File: src/rtl/fir_decim_fifo_pkg.sv
// Shared constants and types for the FIR filter stage and its downstream consumers.
// Pure declarations; no timing and no flow control of its own.
package fir_pkg;

  localparam int DATA_W      = 16;
  localparam int TAPS        = 32;
  localparam int FIR_LATENCY = 4;

  typedef logic signed [DATA_W-1:0] sample_t;

  // Warm-up discards aligned samples until the filter's delay line is full.
  typedef enum logic {
    ST_WARM = 1'b0,
    ST_RUN  = 1'b1
  } dstate_t;

endpackage

File: src/rtl/fir_decim_fifo_sync_fifo.sv
// Show-ahead FIFO with a registered head: dout shows the head one cycle after a push to empty.
// A push while full succeeds only alongside a pop; otherwise the caller drops it. dout holds when empty.
module sync_fifo #(
  parameter int DATA_W = 16,
  parameter int DEPTH  = 8,
  localparam int AW    = $clog2(DEPTH)
) (
  input  logic                     clk,
  input  logic                     rst_n,
  input  logic                     clr,
  input  logic                     push,
  input  logic                     pop,
  input  logic signed [DATA_W-1:0] din,
  output logic signed [DATA_W-1:0] dout,
  output logic                     full,
  output logic                     empty,
  output logic [AW:0]              fill
);

  logic [DATA_W-1:0] mem [DEPTH];
  logic [AW-1:0]     wr_ptr;
  logic [AW-1:0]     rd_ptr;
  logic              push_ok;
  logic              pop_ok;

  assign full    = (fill == (AW+1)'(DEPTH));
  assign empty   = (fill == '0);
  assign pop_ok  = pop & ~empty;
  assign push_ok = push & (~full | pop_ok);

  always_ff @(posedge clk) begin
    if (push_ok) begin
      mem[wr_ptr] <= din;
    end
  end

  always_ff @(posedge clk or negedge rst_n) begin
    if (!rst_n) begin
      wr_ptr <= '0;
      rd_ptr <= '0;
      fill   <= '0;
      dout   <= '0;
    end else if (clr) begin
      wr_ptr <= '0;
      rd_ptr <= '0;
      fill   <= '0;
      dout   <= '0;
    end else begin
      if (push_ok) begin
        wr_ptr <= wr_ptr + 1'b1;
      end
      if (pop_ok) begin
        rd_ptr <= rd_ptr + 1'b1;
      end
      case ({push_ok, pop_ok})
        2'b10:   fill <= fill + 1'b1;
        2'b01:   fill <= fill - 1'b1;
        default: fill <= fill;
      endcase
      // The incoming sample becomes head only when nothing older survives this edge.
      if (push_ok && (empty || (fill == (AW+1)'(1) && pop_ok))) begin
        dout <= din;
      end else if (pop_ok && fill > (AW+1)'(1)) begin
        dout <= mem[rd_ptr + 1'b1];
      end
    end
  end

endmodule

File: src/rtl/fir_decim_fifo.sv
// Aligns the filter strobe by LATENCY, drops WARMUP samples, keeps 1 of DECIM into a FIFO.
// A kept sample is visible on m_data one cycle later; when full without a pop it is dropped and overflow sticks.
module fir_decim_fifo #(
  parameter int DATA_W  = fir_pkg::DATA_W,
  parameter int LATENCY = fir_pkg::FIR_LATENCY,
  parameter int WARMUP  = fir_pkg::TAPS,
  parameter int DECIM   = 4,
  parameter int DEPTH   = 8
) (
  input  logic                       clk,
  input  logic                       rst_n,
  input  logic                       enable,
  input  logic signed [DATA_W-1:0]   filt_data,
  input  logic                       clr,
  output logic signed [DATA_W-1:0]   m_data,
  output logic                       m_valid,
  input  logic                       m_ready,
  output logic [$clog2(DEPTH):0]     fill,
  output logic                       overflow
);
  import fir_pkg::*;

  localparam int WC_W = (WARMUP > 0) ? $clog2(WARMUP + 1) : 1;
  localparam int PH_W = (DECIM > 1) ? $clog2(DECIM) : 1;

  logic [LATENCY-1:0] al_pipe;
  logic               strb_al;
  dstate_t            state, state_nxt;
  logic [WC_W-1:0]    warm_cnt, warm_nxt;
  logic [PH_W-1:0]    phase, phase_nxt;
  logic               push_req;
  logic               pop;
  logic               fifo_full;
  logic               fifo_empty;

  assign strb_al = al_pipe[LATENCY-1];
  assign m_valid = ~fifo_empty;
  assign pop     = m_valid & m_ready;

  always_ff @(posedge clk or negedge rst_n) begin
    if (!rst_n) begin
      al_pipe  <= '0;
      state    <= ST_WARM;
      warm_cnt <= '0;
      phase    <= '0;
      overflow <= 1'b0;
    end else if (clr) begin
      al_pipe  <= '0;
      state    <= ST_WARM;
      warm_cnt <= '0;
      phase    <= '0;
      overflow <= 1'b0;
    end else begin
      al_pipe  <= (al_pipe << 1) | LATENCY'(enable);
      state    <= state_nxt;
      warm_cnt <= warm_nxt;
      phase    <= phase_nxt;
      overflow <= overflow | (push_req & fifo_full & ~pop);
    end
  end

  always_comb begin
    state_nxt = state;
    warm_nxt  = warm_cnt;
    phase_nxt = phase;
    push_req  = 1'b0;
    case (state)
      ST_WARM: begin
        if (strb_al) begin
          warm_nxt = warm_cnt + 1'b1;
          if (warm_nxt == WC_W'(WARMUP)) begin
            state_nxt = ST_RUN;
          end
        end
      end
      ST_RUN: begin
        // Phase 0 is kept so the first sample after warm-up is always emitted.
        if (strb_al) begin
          push_req  = (phase == '0);
          phase_nxt = (phase == PH_W'(DECIM - 1)) ? '0 : phase + 1'b1;
        end
      end
      default: state_nxt = ST_WARM;
    endcase
  end

  sync_fifo #(
    .DATA_W (DATA_W),
    .DEPTH  (DEPTH)
  ) u_fifo (
    .clk   (clk),
    .rst_n (rst_n),
    .clr   (clr),
    .push  (push_req),
    .pop   (pop),
    .din   (filt_data),
    .dout  (m_data),
    .full  (fifo_full),
    .empty (fifo_empty),
    .fill  (fill)
  );

endmodule

File: config.mk
export PLATFORM = sky130hd
export DESIGN_NAME = fir_decim_fifo
export DESIGN_NICKNAME = d
export VERILOG_FILES = /design/src/rtl/fir_decim_fifo_pkg.sv /design/src/rtl/fir_decim_fifo_sync_fifo.sv /design/src/rtl/fir_decim_fifo.sv
export SDC_FILE = /design/constraint.sdc
export NUM_CORES = 1
export LEC_CHECK = 0
export CAP_MARGIN = 20
export CORE_ASPECT_RATIO = 0.9
export CORE_MARGIN = 5
export CORE_UTILIZATION = 54
export DETAILED_ROUTE_END_ITERATION = 7
export PLACE_DENSITY = 0.73
export SLEW_MARGIN = 15
export SYNTH_ARGS = -nofsm -noshare
export SYNTH_HDL_FRONTEND = slang
export SYNTH_HIERARCHICAL = 1
export SYNTH_SLANG_ARGS = --single-unit
File: constraint.sdc
create_clock -name clk -period 4.1 [get_ports clk]
set_input_delay 1.23 -clock clk [delete_from_list [all_inputs] [get_ports clk]]
set_output_delay 1.23 -clock clk [all_outputs]
set_load 0.03 [all_outputs]
==> flow_metrics.env <==
export IMPL_status="completed"
export IMPL_core_um2=12800
export IMPL_hold_buffers=0
export IMPL_tns_ns=0
export IMPL_power_leakage_nw=2.91
export IMPL_ios=43
export IMPL_place_gp_congestion=0.812
export IMPL_clock_fmax_mhz=267
export IMPL_seq_power_share_pct=52.8
export IMPL_comb_power_share_pct=1.7
export IMPL_final_util_pct=65.3
export IMPL_slew_viol_final=0
export IMPL_synthDistinctLibCells=48
export IMPL_synth_top_family_by_area="compound AO/OA/AOI/OAI gates"
export IMPL_async_flop_share_pct=23.8
export IMPL_worst_path_stages=6
export IMPL_wl_per_cell_um=20.6
export IMPL_vias_per_cell=5.97
export IMPL_ys_flop_type="edfxtp_1"
export IMPL_n_antenna_cell=0
export IMPL_reg2regPathDepth=10
export IMPL_drv_cap=0
export IMPL_track_usage_pct=20.1
export IMPL_maxSlewHeadroom_pct=35.9
export IMPL_fin_crit_sh_pct=91.4
export IMPL_startpoint_type="register"
export IMPL_muxShareOfSynthArea_pct=7.90
export IMPL_grt_max_degree=82
export IMPL_post_cts_resized=0
export IMPL_hpwl_mm=8.98
export IMPL_netlist_area_um2=7100
export IMPL_syn_area_per_cell_um2=14.8
export IMPL_drive_gt1_share_pct=19.3
export IMPL_drtAntennaViolNets=0
export IMPL_cts_setup_buffers=0
export IMPL_final_hold_violation_count=0
export IMPL_worstHoldPathCells=1
export IMPL_cp_common_cell="inv_1"
export IMPL_synth_xor_area_share_pct=1.73
export IMPL_period_needed_ns=3.75
export IMPL_antenna_found_initial=0
export IMPL_hp_class="register to register"
export IMPL_grt_pass1_wl_mm=23.4
export IMPL_syn_inst=481
export IMPL_crit_family="buffers and inverters"
export IMPL_initial_core_util_pct=55.5
export IMPL_internal_power_mw=2.81
export IMPL_synth_edf_count=128
export IMPL_cts_sinks=168
export IMPL_setup_viol=0
export IMPL_cp_required_ns=2.87
export IMPL_grt_overflow_total=0
export IMPL_crit_buf_inv=4
export IMPL_syn_nets=511
export IMPL_die_area_um2=15500
export IMPL_yosys_area_share_adder_pct=1.73
export IMPL_cts_tree="yes"
export IMPL_critPathSlowestCell="clkdlybuf4s50_1"
export IMPL_final_setup_skew_ns=0.0130
export IMPL_yosysSeqAreaShare_pct=68.3
export IMPL_p_switching_mw=0.665
export IMPL_first_iter_violations=498
export IMPL_max_stage_delay_ns=0.58
export IMPL_synthToLayoutAreaGrowth_pct=17.7
export IMPL_port_buffers=42
export IMPL_synth_compound_area_share_pct=10.8
export IMPL_drc=0
export IMPL_ir_worst_vdd_mv=0.287
export IMPL_endpoint_kind="output pin"
export IMPL_tightestPinTransition_ns=0.961
export IMPL_die_w_um=131
export IMPL_critical_path_arrival_ns=2.52
export IMPL_die_h_um=119
export IMPL_fin_nets=566
export IMPL_ys_ff_latch=168
export IMPL_insertion_delay_ns=0.42
export IMPL_clock_path_buffers=2
export IMPL_num_vias=4256
export IMPL_p_per_area_nw_per_um2=416
export IMPL_worstSetupPathType="register to output pin"
export IMPL_finalPower_mw=3.47
export IMPL_rsz0062_at_grt="no"
export IMPL_yosys_warnings=6
export IMPL_clockRootBuffer="clkbuf_16"
export IMPL_cts_buffers=17
export IMPL_switching_share_pct=19.1
export IMPL_clockPowerShare_pct=45.5
export IMPL_htreeDepth=4
export IMPL_clk_pin_slew_ns=0.07
export IMPL_grt_pass1_vias=4325
export IMPL_routed_wl_mm=14.7
export IMPL_std_cell_rows=39
export IMPL_synth_simple_area_share_pct=7.32
export IMPL_drtPass1Iterations=5
export IMPL_critical_path_cell_chain="inv_1 > ha_1 > or3b_4 > clkinv_4 > inv_1 > clkdlybuf4s50_1"
export IMPL_worst_path_max_fanout=8
## metal layers
metal / track usage [%] / part of all wire (%)
met5: 0 / 0
met4: 7.20 / 1.1
met3: 5.41 / 8.0
met2: 31.6 / 49
met1: 27.0 / 41
## worst paths after layout
kind,from,end,slack (ns)
max,u_fifo/fill[1],m_valid,0.35
min,al_pipe[2],al_pipe[3],0.47
max reg2reg,u_fifo/fill[1],u_fifo/mem[0][14],1.20
min reg2reg,al_pipe[2],al_pipe[3],0.47
max in group asynchronous,rst_n,u_fifo/rd_ptr[0],2.87
min in group asynchronous,rst_n,u_fifo/fill[1],0.73
## registers in the layout, indices dropped and copies added, names as in the netlist, 2 cells and up
name	flops
u_fifo/wr_ptr	3
u_fifo/fill	4
al_pipe	4
u_fifo/dout	16
warm_cnt	6
u_fifo/mem	128
phase	2
u_fifo/rd_ptr	3
## worst reg2reg max path, stage by stage, from the launching register on
cell and delay (ns):
dfrtp_1 0.44, inv_1 0.15, ha_1 0.29, or3b_4 0.30
clkinv_4 0.08, nor2b_1 0.15, nand2b_1 0.17, o21ai_0 0.16
or2_2 0.41, nor3_2 0.14, buf_4 0.29
## synthesized netlist by cell type (2+ instances only)
cell type  instances  area, um^2
mux2i_1            2        20.0
or2_2              2        12.5
nor4_1             2        12.5
nor2_1            22        82.6
o22ai_1           17         106
mux2_2            48         541
a211oi_1          16         120
o31ai_1           17         128
nand2b_1           6        37.5
nand4_1            2        12.5
clkbuf_1          14        52.6
or4_1              3        22.5
nand3_1            4        20.0
ha_1               9         113
inv_1              9        33.8
buf_2              9        45.0
edfxtp_1         128        3840
dfrtp_1           40        1000
a32oi_1           16         140
nor3_1             6        30.0
a22oi_1            2        15.0
o211ai_1           2        15.0
nor2b_1           26         163
and3_1             2        12.5
xnor2_1            3        26.3
o21ai_0           18        90.1
a21oi_1           11        55.1
nand2_1           14        52.6
xor2_1            11        96.3
or3_1              2        12.5
## power groups by stage
stage	clock network (mW)	registers, mW	logic [mW]
finish	1.58	1.84	0.0591
global placement	0	1.87	0.0563
CTS	1.61	1.84	0.0582
detailed placement	0	1.87	0.0577
global route	1.68	1.83	0.0661
floorplan	0	1.87	0.00672
## final cells by class
type	instances	area (um^2)
flip-flops and latches	168	4850
fillers	918	4430
multi-input cells	277	2100
repair buffers	61	571
clock buffers	19	433
well taps	164	205
clock inverters	13	154
inverters	11	46.3
## logic make-up (layout without fill, tap and decap cells)
group	Yosys count	in the layout
adder cells (fa/ha/maj)	10	10
buffers and inverters	36	104
XOR/XNOR	14	14
AND/OR/NAND/NOR	95	95
multiplexers	50	50
AO/OA/AOI/OAI	108	108
flip-flops	168	168
## through the flow
step / std cells / hold slack (ns) / setup WS (ns) / area [um^2]
after global routing: 713 / 0.499 / 0.219 / 8350
after global placement: 680 / 0.451 / 0.822 / 7750
final: 713 / 0.469 / 0.354 / 8350
after detailed placement: 680 / 0.461 / 0.777 / 7750
after floorplan: 481 / 0.439 / 0.156 / 7100
after CTS: 712 / 0.475 / 0.343 / 8330
## layout by cell type (no fill, tap or decap), drive strengths merged, types with 17 or more instances in the layout
master / Yosys / layout
edfxtp: 128 / 128
mux2: 48 / 48
clkdlybuf4s50: 0 / 41
dfrtp: 40 / 40
nor2b: 26 / 26
nor2: 22 / 22
buf: 11 / 20
o21ai: 19 / 19
clkbuf: 14 / 19
o22ai: 17 / 17
o31ai: 17 / 17
(Power assumes the default switching activity.)
